### src/rtl/flag_stack_register.sv
// flag_stack_register: condition flags with per-bit write enables, sticky bits and a LIFO save/restore stack.
// Optional FLAG_STACK_BYPASS_EN adds flag_fwd_o, a combinational copy of the next flag state.
module flag_stack_register #(
    parameter int                 WIDTH       = 3,
    parameter int                 DEPTH       = 4,
    parameter logic [WIDTH-1:0]   STICKY_MASK = '0,
    localparam int                CW          = $clog2(DEPTH + 1)
) (
    input  logic             clk,
    input  logic             rst_n,
    input  logic [WIDTH-1:0] flag_new_i,
    input  logic [WIDTH-1:0] wen_i,
    input  logic             push_i,
    input  logic             pop_i,
    input  logic             err_clr_i,
    output logic [WIDTH-1:0] flag_current_o,
    output logic [CW-1:0]    depth_count_o,
    output logic             full_o,
    output logic             empty_o,
`ifdef FLAG_STACK_BYPASS_EN
    output logic [WIDTH-1:0] flag_fwd_o,
`endif
    output logic             stack_err_o
);
    localparam int AW = (DEPTH > 1) ? $clog2(DEPTH) : 1;

    logic [WIDTH-1:0] stack_q [2**AW];
    logic [WIDTH-1:0] flags_q, flags_d, base;
    logic [CW-1:0]    depth_q, depth_d;
    logic             err_q, err_d;
    logic             push_ok, pop_ok, err_set;

    assign full_o         = depth_q == CW'(DEPTH);
    assign empty_o        = depth_q == '0;
    assign flag_current_o = flags_q;
    assign depth_count_o  = depth_q;
    assign stack_err_o    = err_q;
`ifdef FLAG_STACK_BYPASS_EN
    assign flag_fwd_o     = rst_n ? flags_d : '0;
`endif

    // Next-state: stack acceptance, restore base, per-bit write/sticky merge, error latch
    always_comb begin
        push_ok = push_i && !pop_i && !full_o;
        pop_ok  = pop_i && !push_i && !empty_o;
        err_set = (push_i && pop_i) || (push_i && full_o) || (pop_i && empty_o);
        base    = pop_ok ? stack_q[AW'(depth_q - CW'(1))] : flags_q;
        flags_d = (~wen_i & base) | (wen_i & ~STICKY_MASK & flag_new_i)
                | (wen_i & STICKY_MASK & (base | flag_new_i));
        depth_d = push_ok ? depth_q + CW'(1) : pop_ok ? depth_q - CW'(1) : depth_q;
        err_d   = err_set ? 1'b1 : err_clr_i ? 1'b0 : err_q;
    end

    // Flag, depth and error registers
    always_ff @(posedge clk or negedge rst_n) begin
        if (!rst_n) begin
            flags_q <= '0;
            depth_q <= '0;
            err_q   <= 1'b0;
        end else begin
            flags_q <= flags_d;
            depth_q <= depth_d;
            err_q   <= err_d;
        end
    end

    // Stack storage; contents are unobservable until pushed, so no reset
    always_ff @(posedge clk) begin
        if (push_ok) stack_q[AW'(depth_q)] <= flags_q;
    end
endmodule

### config.mk
export PLATFORM = sky130hd
export DESIGN_NAME = flag_stack_register
export DESIGN_NICKNAME = d
export VERILOG_FILES = /design/src/rtl/flag_stack_register.sv
export SDC_FILE = /design/constraint.sdc
export NUM_CORES = 1
export LEC_CHECK = 0
export BUFFER_PORTS_ARGS = -buffer_cell sky130_fd_sc_hd__buf_2
export CORE_ASPECT_RATIO = 1.4
export CORE_UTILIZATION = 40
export CTS_CLUSTER_SIZE = 20
export DETAILED_ROUTE_END_ITERATION = 16
export PLACE_DENSITY_LB_ADDON = 0.25
export SLEW_MARGIN = 20
export SYNTH_ARGS = -nofsm -noshare
export SYNTH_HDL_FRONTEND = slang
export SYNTH_SLANG_ARGS = --single-unit
export TNS_END_PERCENT = 10
### constraint.sdc
create_clock -name clk -period 4.1 [get_ports clk]
set_input_delay 0.82 -clock clk [delete_from_list [all_inputs] [get_ports clk]]
set_output_delay 0.82 -clock clk [all_outputs]
set_load 0.02 [all_outputs]
==> results_tabular.tex, run 1 <==
\begin{tabular}{lr}
\hline
Metric & Value \\
\hline
\multicolumn{2}{l}{\textbf{Synthesis}} \\
\quad FF+latch count, synth & 19 \\
\quad Adder and majority gate portion of the synthesized area & 8.13\% \\
\quad Fraction of the mapped netlist area in compound gates & 9.89\% \\
\quad Number of different library cells in the post-synthesis netlist & 22 \\
\quad Syn avg cell area & 14.4 µm² \\
\quad Syn\_nets & 81 \\
\quad Mapped cell area & 923 µm² \\
\quad Post-synthesis mux area share & 7.32\% \\
\quad Cells after synthesis & 64 \\
\quad Count of warnings emitted by yosys & 0 \\
\quad Dominant combinational cell family by area after synthesis & simple AND/OR/NAND/NOR gates \\
\quad Sequential fraction of the synthesis area & 58.0\% \\
\quad Simple-Gate Fraction of Synth Area & 12.3\% \\
\quad Xor and xnor fraction of the mapped netlist area & 0.949\% \\
\multicolumn{2}{l}{\textbf{Critical path}} \\
\quad Most frequent cell on the critical path & ha\_1 \\
\quad Worst setup startpoint & depth\_count\_o[0] \\
\quad Reg-to-reg slack, setup & 2010 ps \\
\quad Crit Path Class & register to primary output \\
\quad Number of buffer and inverter stages on the critical path & 2 \\
\quad Critical R2R Launch & depth\_count\_o[0] \\
\quad Worst flop-to-flop path endpoint & depth\_count\_o[1] \\
\quad Data required time of the critical path & 3280 ps \\
\quad Delay contributed by the slowest stage of the critical path & 580 ps \\
\quad Sequence of cells on the critical path & inv\_1 -> ha\_1 -> ha\_1 -> buf\_2 \\
\quad Number of cells on the critical path & 4 \\
\quad Endpoint arrival time on the critical path & 1670 ps \\
\quad R2r worst-path depth & 6 \\
\quad Termination of the worst setup path & empty\_o \\
\quad Highest-delay cell along the critical path & dfrtp\_1 \\
\quad Family of cells with the greatest summed delay on the critical path & flip-flops \\
\quad Maximum fanout along the worst path & 8 \\
\quad Startpoint type of the worst setup path & register \\
\quad Endpoint type of the worst setup path & primary output \\
\multicolumn{2}{l}{\textbf{Global routing}} \\
\quad Global-route usage over all layers & 14.7\% \\
\quad Global-route wire length before repair & 2.59 mm \\
\quad Initial antenna violation count & 0 \\
\quad Grt ovf & 0 \\
\quad Vias in the first global route & 579 \\
\quad Pin count of the biggest net entering global routing & 12 \\
\multicolumn{2}{l}{\textbf{Clock network}} \\
\quad TritonCTS Sinks & 19 \\
\quad Clock root cell & clkbuf\_4 \\
\quad Clock input transition at the sequential cells of the worst setup and hold paths & 100 ps \\
\quad Post CTS Setup Buffer Count & 0 \\
\quad Cells resized by post-CTS repair & 0 \\
\quad Skew-Pair Late Insertion Delay & 290 ps \\
\quad CTS buffer count & 3 \\
\quad CTS tree & built \\
\quad Maximum clock insertion buffer count & 2 \\
\quad Post-CTS Hold Fix Bufs & 0 \\
\quad CTS H-tree depth & 1 \\
\multicolumn{2}{l}{\textbf{Timing}} \\
\quad Final period util & 60.6\% \\
\quad Layout Skew & 1.08 ps \\
\quad Final-report setup violation count & 0 \\
\quad Headroom to the max-slew limit & 72.8\% \\
\quad RSZ-0062 raised after global routing & no \\
\quad Final max-slew violation count & 0 \\
\quad Hold slack final & 346 ps \\
\quad Minimum clock period after layout & 2490 ps \\
\quad Timing-limited maximum frequency & 402 MHz \\
\quad Setup TNS & 0 ps \\
\quad Worst slew pin tran & 408 ps \\
\quad Hold violation total from the final report & 0 \\
\multicolumn{2}{l}{\textbf{Layout}} \\
\quad Nets & 103 \\
\quad Commonest non-fill, non-tap cells in the layout & 19 x buf\_2, 12 x edfxtp\_1, 7 x a21oi\_1, 7 x dfrtp\_1, 6 x ha\_1 \\
\quad Synthesis-to-finish area growth & 14.5\% \\
\quad Ratio of cells with drive above 1 in the final layout & 42.4\% \\
\quad Number of fill cells & 194 \\
\quad Most common cell after layout, fill and taps aside & buf\_2 \\
\quad Antenna cells & 0 \\
\quad Final design instance area without fill & 1060 µm² \\
\multicolumn{2}{l}{\textbf{Power and ir drop}} \\
\quad Leakage & 0.450 nW \\
\quad Part of the total power dissipated in sequential elements & 43.7\% \\
\quad Gate power share & 42.4\% \\
\quad Switching part of the total power & 38.2\% \\
\quad Sw Pwr & 0.000251 W \\
\quad Clock power share & 13.9\% \\
\quad Internal power of the cells & 0.000405 W \\
\quad Largest vdd supply drop & 0.000309 V \\
\quad Power per standard cell area & 621 nW/µm² \\
\quad Total power consumption of the routed design & 0.000656 W \\
\multicolumn{2}{l}{\textbf{Route}} \\
\quad Routed vias/inst & 5.41 \\
\quad DRC violation total after the first TritonRoute iteration & 25 \\
\quad WL/cell & 15.5 µm \\
\quad Via Count & 579 \\
\quad Post-route DRC violation count & 0 \\
\quad Post-route antenna net violation count & 0 \\
\quad Final routed wirelength across all metal layers & 1.66 mm \\
\quad 1st-pass router iterations & 4 \\
\multicolumn{2}{l}{\textbf{Placement}} \\
\quad Post-place instance area & 1030 µm² \\
\quad Final HPWL from detailed placement & 1.25 mm \\
\quad Port Buffer Count & 19 \\
\quad GP Congestion & 0.738 \\
\multicolumn{2}{l}{\textbf{Die}} \\
\quad Die outline height & 58.9 µm \\
\quad Total die area & 2510 µm² \\
\quad Width of the die & 42.6 µm \\
\quad Core outline area & 2180 µm² \\
\quad Boundary pin count & 20 \\
\quad Placement Rows & 20 \\
\quad Initial Utilization & 42.4\% \\
\multicolumn{2}{l}{\textbf{Hold path}} \\
\quad Min-Delay Path Class & input port to asynchronous set/reset pin \\
\multicolumn{2}{l}{\textbf{Job}} \\
\quad Number of max-cap violations & 0 \\
\multicolumn{2}{l}{\textbf{Run status}} \\
\quad Run status & finished, final reports clean \\
\hline
\end{tabular}
cell type report:
| type | instances | area (µm²) | share of cell area [%] |
|---|---|---|---|
| Timing Repair Buffer | 19 | 95.1 | 8.99 |
| Tap cell | 22 | 27.5 | 2.60 |
| Sequential cell | 19 | 536 | 50.7 |
| Inverter | 4 | 15.0 | 1.42 |
| Clock buffer | 3 | 22.5 | 2.13 |
| Clock inverter | 1 | 5.00 | 0.473 |
| Multi-Input combinational cell | 39 | 357 | 33.7 |
worst register-to-register path, cell delays in order, from the launching register on:
cell and delay (ps):
dfrtp_1 580, inv_1 140, ha_1 230, ha_1 250, nor3b_4 380, a221oi_2 90, or3_1 310
metrics by stage:
stage | util (%) | std cells | setup WS, ps
3_3_place_gp | 47.3 | 103 | 1960
4_1_cts | 48.6 | 107 | 1590
6_report | 48.6 | 107 | 1610
5_1_grt | 48.6 | 107 | 1470
3_5_place_dp | 47.3 | 103 | 1930
2_1_floorplan | - | 64 | 1980
metal layers:
layer / vias to the layer above / routed length [µm] / global-route usage (%)
li1: 282 / - / -
met3: 2 / 88 / 2.15
met2: 17 / 876 / 24.4
met1: 278 / 676 / 17.8
met4: 0 / 20 / 9.38
met5: - / 0 / 0
power by group through the flow:
stage	combinational (W)	clock (W)	sequential, W
after CTS	0.000282	0.0000951	0.000287
after detailed placement	0.000280	0	0.000291
final	0.000278	0.0000913	0.000287
after floorplan	0.000188	0	0.000304
after global routing	0.000305	0.000102	0.000293
after global placement	0.000278	0	0.000289
Yosys cell counts:
cell type	n	area (µm²)
a221oi_1	1	8.76
a21oi_1	7	35.0
and3_2	5	37.5
buf_6	1	11.3
buf_2	1	5.00
or3b_4	1	11.3
inv_1	4	15.0
ha_1	6	75.1
edfxtp_1	12	360
and2_1	1	6.26
mux4_2	3	67.6
a311oi_1	1	8.76
xnor2_1	1	8.76
a21oi_2	2	17.5
or3_1	1	6.26
dfrtp_1	7	175
o22ai_1	1	6.26
nor2b_1	3	18.8
nor2_1	1	3.75
nand2_1	3	11.3
a221oi_2	1	15.0
nor3b_4	1	18.8
worst min path at each step:
stage,end,start,depth (start not counted),slack [ps]
after CTS,depth_count_o[1],rst_n,1,340
after floorplan,asynchronous set/reset pin,rst_n,0,520
final,asynchronous set/reset pin,rst_n,1,350
after global placement,stack_q[1][0],register,0,510
after global routing,depth_count_o[1],rst_n,1,330
after detailed placement,stack_q[1][0],register,0,530
logic make-up (layout without fill, tap and decap cells):
family | after synthesis | in the layout
AOI/OAI and AO/OA | 13 | 13
xor gates and xnor gates | 1 | 1
adders and majority gates | 6 | 6
buffers and inverters | 6 | 27
DFF | 19 | 19
muxes | 3 | 3
and+or+nand+nor | 16 | 16
Note: power is estimated with default switching activity, not from simulation.
==> inputs of run 2 (changes only) <==
==> constraint.sdc (replaced) <==
create_clock -name clk -period 2 [get_ports clk]
set_input_delay 0.4 -clock clk [delete_from_list [all_inputs] [get_ports clk]]
set_output_delay 0.4 -clock clk [all_outputs]
set_load 0.02 [all_outputs]
==> run 2 against run 1 <==
  * Largest cell class unchanged
  * Power increased by 110%
  * Clock skew grew 3.6 ps
  * Sequential share of layout area is 0.88 points lower
  * Critical path depth stayed put
  * Critical path type unchanged
  * Largest power group is now combinational cells
  * Final area rose by 2.0%
  * Routed wire length is 3.7% higher
==> results_tabular.tex, run 2 (synthesis gave the netlist of run 1 again) <==
\begin{tabular}{lr}
\hline
Metric & Value \\
\hline
\multicolumn{2}{l}{\textbf{Run status}} \\
\quad Run status & finished, final reports clean \\
\multicolumn{2}{l}{\textbf{Route}} \\
\quad WL/cell & 15.8 µm \\
\quad Post-route DRC violation count & 0 \\
\quad Via Count & 591 \\
\quad Final routed wirelength across all metal layers & 1.72 mm \\
\quad Routed vias/inst & 5.42 \\
\quad Post-route antenna net violation count & 0 \\
\quad 1st-pass router iterations & 4 \\
\quad DRC violation total after the first TritonRoute iteration & 19 \\
\multicolumn{2}{l}{\textbf{Power and ir drop}} \\
\quad Total power consumption of the routed design & 0.00138 W \\
\quad Power per standard cell area & 1280 nW/µm² \\
\quad Largest vdd supply drop & 0.000810 V \\
\quad Leakage & 0.456 nW \\
\multicolumn{2}{l}{\textbf{Clock network}} \\
\quad Cells resized by post-CTS repair & 0 \\
\quad Skew-Pair Late Insertion Delay & 290 ps \\
\quad TritonCTS Sinks & 19 \\
\quad Post CTS Setup Buffer Count & 0 \\
\quad Clock root cell & clkbuf\_4 \\
\quad Maximum clock insertion buffer count & 2 \\
\quad CTS buffer count & 3 \\
\quad CTS tree & built \\
\quad Clock input transition at the sequential cells of the worst setup and hold paths & 110 ps \\
\quad Post-CTS Hold Fix Bufs & 1 \\
\quad CTS H-tree depth & 1 \\
\multicolumn{2}{l}{\textbf{Placement}} \\
\quad Placed cell count & 104 \\
\quad GP Congestion & 0.749 \\
\quad Worst slack, placed & 236 ps \\
\quad Final HPWL from detailed placement & 1.29 mm \\
\quad Port Buffer Count & 19 \\
\multicolumn{2}{l}{\textbf{Die}} \\
\quad Total die area & 2510 µm² \\
\quad Core outline area & 2180 µm² \\
\quad Placement Rows & 20 \\
\quad Initial Utilization & 42.4\% \\
\quad Die outline height & 58.9 µm \\
\quad Boundary pin count & 20 \\
\quad Width of the die & 42.6 µm \\
\multicolumn{2}{l}{\textbf{Timing}} \\
\quad Headroom to the max-slew limit & 77.0\% \\
\quad Minimum clock period after layout & 1860 ps \\
\quad Layout Skew & 4.67 ps \\
\quad RSZ-0062 raised after global routing & no \\
\quad Hold violation total from the final report & 0 \\
\quad Final critical-path setup slack & 141 ps \\
\quad Final period util & 93.0\% \\
\quad Final-report setup violation count & 0 \\
\quad Timing-limited maximum frequency & 538 MHz \\
\quad Setup TNS & 0 ps \\
\quad Final max-slew violation count & 0 \\
\quad Worst slew pin tran & 344 ps \\
\multicolumn{2}{l}{\textbf{Global routing}} \\
\quad Vias in the first global route & 621 \\
\quad Pin count of the biggest net entering global routing & 12 \\
\quad Global-route wire length before repair & 2.77 mm \\
\quad Initial antenna violation count & 0 \\
\quad Global-route usage over all layers & 15.7\% \\
\quad Grt ovf & 0 \\
\multicolumn{2}{l}{\textbf{Layout}} \\
\quad Antenna cells & 0 \\
\quad Final core utilization & 49.5\% \\
\quad Nets & 105 \\
\quad Footprint of the flip-flops and latches & 537 µm² \\
\quad Area used by multi-input combinational logic & 359 µm² \\
\quad Commonest non-fill, non-tap cells in the layout & 19 x buf\_2, 12 x edfxtp\_1, 7 x a21oi\_1 \\
\quad Most common cell after layout, fill and taps aside & buf\_2 \\
\quad Final Non-Filler Cells & 109 \\
\quad Synthesis-to-finish area growth & 16.8\% \\
\quad Ratio of cells with drive above 1 in the final layout & 44.8\% \\
\quad Number of fill cells & 205 \\
\multicolumn{2}{l}{\textbf{Critical path}} \\
\quad Worst flop-to-flop path endpoint & depth\_count\_o[1] \\
\quad Delay contributed by the slowest stage of the critical path & 430 ps \\
\quad Sequence of cells on the critical path & inv\_1 -> ha\_1 -> ha\_2 -> buf\_2 \\
\quad Endpoint type of the worst setup path & primary output \\
\quad Critical R2R Launch & depth\_count\_o[1] \\
\quad Reg-to-reg slack, setup & 220 ps \\
\quad Data required time of the critical path & 1600 ps \\
\quad Crit Path Class & register to primary output \\
\quad R2r worst-path depth & 6 \\
\quad Startpoint type of the worst setup path & register \\
\quad Highest-delay cell along the critical path & dfrtp\_1 \\
\quad Endpoint arrival time on the critical path & 1460 ps \\
\quad Maximum fanout along the worst path & 4 \\
\multicolumn{2}{l}{\textbf{Hold path}} \\
\quad Depth of the worst hold-timing path & 2 \\
\quad Hold path startpoint & err\_clr\_i \\
\quad Min-Delay Path Class & input port to register \\
\quad End point of the most critical hold path & stack\_err\_o \\
\multicolumn{2}{l}{\textbf{Job}} \\
\quad Number of max-cap violations & 0 \\
\hline
\end{tabular}
## run 2: changes by cell type in the layout (fill, tap and decap cells not counted), sizes merged
cell,change
dlygate4sd3,+1
buf,+1
## run 2: report_power, final
group	leakage [nW]	internal, W	switching [W]
registers	0.187	0.000507	0.0000544
logic	0.251	0.000271	0.000355
clock network	0.0177	0.0000745	0.000115
total	0.456	0.000853	0.000524
## run 2: area by class of cell
class / count / share of cell area (%)
Tap cell: 22 / 2.55
Clock buffer: 3 / 2.09
Clock inverter: 1 / 0.464
Sequential cell: 19 / 49.8
Multi-Input combinational cell: 39 / 33.3
Inverter: 4 / 1.39
Timing Repair Buffer: 21 / 10.4
## run 2: metrics by stage
| step | hold slack (ps) | cell area [µm²] |
|---|---|---|
| 6_report | 292 | 1080 |
| 3_3_place_gp | 251 | 1040 |
| 4_1_cts | 295 | 1080 |
| 2_1_floorplan | 104 | 927 |
| 3_5_place_dp | 254 | 1040 |
| 5_1_grt | 299 | 1080 |
## run 2: per-layer routing
metal	vias up	wire, µm	track usage (%)
li1	291	-	-
met1	272	656	17.8
met3	7	104	2.15
met4	0	48	10.3
met2	21	913	27.3
met5	-	0	0
## run 2: worst max-delay path by stage
stage / to / cells past startpoint / from
global route: empty_o / 4 / depth_count_o[1]
floorplan: depth_count_o[1] / 7 / depth_count_o[0]
detailed placement: depth_count_o[1] / 6 / depth_count_o[1]
global placement: depth_count_o[1] / 6 / depth_count_o[1]
finish: empty_o / 4 / depth_count_o[1]
CTS: empty_o / 4 / depth_count_o[1]
## run 2: critical path: cells and delay by family (launching register included)
family                     cells  cell delay, ps
adders and majority gates      2             410
buffers and inverters          2             320
DFF                            1             430
==> inputs of run 3 (changes only) <==
--- a/config.mk
+++ b/config.mk
@@ -5,9 +5,10 @@
 export SDC_FILE = /design/constraint.sdc
 export NUM_CORES = 1
 export LEC_CHECK = 0
-export BUFFER_PORTS_ARGS = -buffer_cell sky130_fd_sc_hd__buf_2
+export BUFFER_PORTS_ARGS = -buffer_cell sky130_fd_sc_hd__clkbuf_2
 export CORE_ASPECT_RATIO = 1.4
 export CORE_UTILIZATION = 40
+export CTS_BUF_LIST = sky130_fd_sc_hd__clkbuf_8
 export CTS_CLUSTER_SIZE = 20
 export DETAILED_ROUTE_END_ITERATION = 16
 export PLACE_DENSITY_LB_ADDON = 0.25
==> run 3 against run 2 <==
  * Fmax grew 0.85%
  * First-iteration DRC count shrank 5.3%
  * Critical path depth grew 2
  * Largest cell class unchanged
  * Final cell count is the same
  * Clock skew grew 1.7 ps
  * Global-route usage shrank 0.85 points
  * Clock-buffer cell count is the same
  * Highest routed layer unchanged
  * Critical endpoint is now depth_count_o[1]
  * Clock power grew 35%
==> results_tabular.tex, run 3 (synthesis gave the netlist of run 1 again) <==
\begin{tabular}{lr}
\hline
Metric & Value \\
\hline
\multicolumn{2}{l}{\textbf{Clock network}} \\
\quad TritonCTS Sinks & 19 \\
\quad Post CTS Setup Buffer Count & 0 \\
\quad Clock input transition at the sequential cells of the worst setup and hold paths & 70 ps \\
\quad Clock root cell & clkbuf\_8 \\
\quad Cells resized by post-CTS repair & 0 \\
\quad CTS buffer count & 3 \\
\quad Maximum clock insertion buffer count & 2 \\
\quad CTS tree & built \\
\quad Skew-Pair Late Insertion Delay & 250 ps \\
\quad CTS H-tree depth & 1 \\
\multicolumn{2}{l}{\textbf{Timing}} \\
\quad Worst slew pin tran & 355 ps \\
\quad Final max-slew violation count & 0 \\
\quad Hold violation total from the final report & 0 \\
\quad Minimum clock period after layout & 1840 ps \\
\quad Timing-limited maximum frequency & 542 MHz \\
\quad Final period util & 92.2\% \\
\quad RSZ-0062 raised after global routing & no \\
\quad Headroom to the max-slew limit & 76.3\% \\
\quad Setup TNS & 0 ps \\
\quad Layout Skew & 6.33 ps \\
\quad Final-report setup violation count & 0 \\
\multicolumn{2}{l}{\textbf{Critical path}} \\
\quad Data required time of the critical path & 2120 ps \\
\quad Reg-to-reg slack, setup & 160 ps \\
\quad Endpoint arrival time on the critical path & 1960 ps \\
\quad Crit Path Class & register to register \\
\quad Startpoint type of the worst setup path & register \\
\quad R2r worst-path depth & 6 \\
\quad Endpoint type of the worst setup path & register \\
\quad Maximum fanout along the worst path & 7 \\
\multicolumn{2}{l}{\textbf{Layout}} \\
\quad Most common cell after layout, fill and taps aside & clkbuf\_2 \\
\quad Ratio of cells with drive above 1 in the final layout & 44.8\% \\
\quad Antenna cells & 0 \\
\quad Final design instance area without fill & 1100 µm² \\
\quad Commonest non-fill, non-tap cells in the layout & 19 x clkbuf\_2, 12 x edfxtp\_1, 7 x a21oi\_1 \\
\quad Nets & 105 \\
\quad Synthesis-to-finish area growth & 18.8\% \\
\multicolumn{2}{l}{\textbf{Global routing}} \\
\quad Initial antenna violation count & 0 \\
\quad Global-route usage over all layers & 14.8\% \\
\quad Grt ovf & 0 \\
\quad Vias in the first global route & 562 \\
\quad Global-route wire length before repair & 2.60 mm \\
\quad Pin count of the biggest net entering global routing & 12 \\
\multicolumn{2}{l}{\textbf{Placement}} \\
\quad GP Congestion & 0.733 \\
\quad Port Buffer Count & 19 \\
\quad Post-place instance area & 1040 µm² \\
\quad Final HPWL from detailed placement & 1.29 mm \\
\multicolumn{2}{l}{\textbf{Route}} \\
\quad WL/cell & 15.6 µm \\
\quad DRC violation total after the first TritonRoute iteration & 18 \\
\quad Routed vias/inst & 5.58 \\
\quad 1st-pass router iterations & 4 \\
\quad Final routed wirelength across all metal layers & 1.70 mm \\
\quad Via Count & 608 \\
\quad Post-route DRC violation count & 0 \\
\quad Post-route antenna net violation count & 0 \\
\multicolumn{2}{l}{\textbf{Power and ir drop}} \\
\quad Power per standard cell area & 1320 nW/µm² \\
\quad Leakage & 0.467 nW \\
\quad Largest vdd supply drop & 0.000738 V \\
\multicolumn{2}{l}{\textbf{Die}} \\
\quad Initial Utilization & 42.4\% \\
\quad Boundary pin count & 20 \\
\quad Width of the die & 42.6 µm \\
\quad Core outline area & 2180 µm² \\
\quad Placement Rows & 20 \\
\quad Die outline height & 58.9 µm \\
\quad Total die area & 2510 µm² \\
\multicolumn{2}{l}{\textbf{Hold path}} \\
\quad Min-Delay Path Class & input port to register \\
\quad Depth of the worst hold-timing path & 2 \\
\multicolumn{2}{l}{\textbf{Job}} \\
\quad Number of max-cap violations & 0 \\
\multicolumn{2}{l}{\textbf{Run status}} \\
\quad Run status & finished, final reports clean \\
\hline
\end{tabular}
[run 3: cell types whose count changed in the layout (fill, tap and decap cells not counted)]
cell	previous run	this run
clkbuf_8	0	3
buf_2	19	0
clkbuf_4	3	0
clkbuf_2	0	19
[run 3: final timing paths]
kind                                       start                          to
worst max-delay path            depth_count_o[1]            depth_count_o[1]
worst min register to register          register               stack_q[2][0]
worst min-delay path                   err_clr_i                 stack_err_o
worst max register to register  depth_count_o[1]            depth_count_o[1]
max in group asynchronous                  rst_n            depth_count_o[0]
min in group asynchronous                  rst_n  asynchronous set/reset pin
[run 3: cell type report]
class                      count  area [µm²]
inverter                       4        15.0
multi-input combinational     39         359
timing repair buffer          21         113
tap                           22        27.5
fill                         193        1080
sequential                    19         537
clock buffer                   3        41.3
clock inverter                 1        5.00
[run 3: power by group]
part	total [W]	internal [W]	switching (W)
Sequential	0.000566	0.000508	0.0000579
Combinational	0.000627	0.000270	0.000357
Clock	0.000256	0.000138	0.000118
[run 3: worst max-delay path, stage by stage, from the launching register on]
cell and delay [ps]:
dfrtp_1 400, inv_1 110, ha_1 220, ha_2 210
nor3b_4 340, a221oi_2 90, or3_1 340
[run 3: layer usage]
layer	up-vias	track usage (%)	routed length, µm
met3	2	3.99	69
li1	288	-	-
met4	0	7.14	23
met5	-	0	0
met2	12	26.2	935
met1	306	16.4	670
[run 3: repair_timing]
action	CTS	global route
hold endpoints to repair	7	0
setup endpoints to repair	0	0
hold buffers	1	0
[run 3: metrics by stage]
stage / worst slack (ps) / util [%] / total power [W] / hold WS, ps / instances
detailed placement: 158 / 47.8 / 0.00121 / 260 / 104
finish: 156 / 50.4 / 0.00145 / 359 / 109
global route: 59.7 / 50.4 / 0.00154 / 377 / 109
floorplan: 58.9 / - / 0.00102 / 104 / 64
global placement: 290 / 47.8 / 0.00119 / 256 / 104
CTS: 149 / 50.4 / 0.00146 / 353 / 109
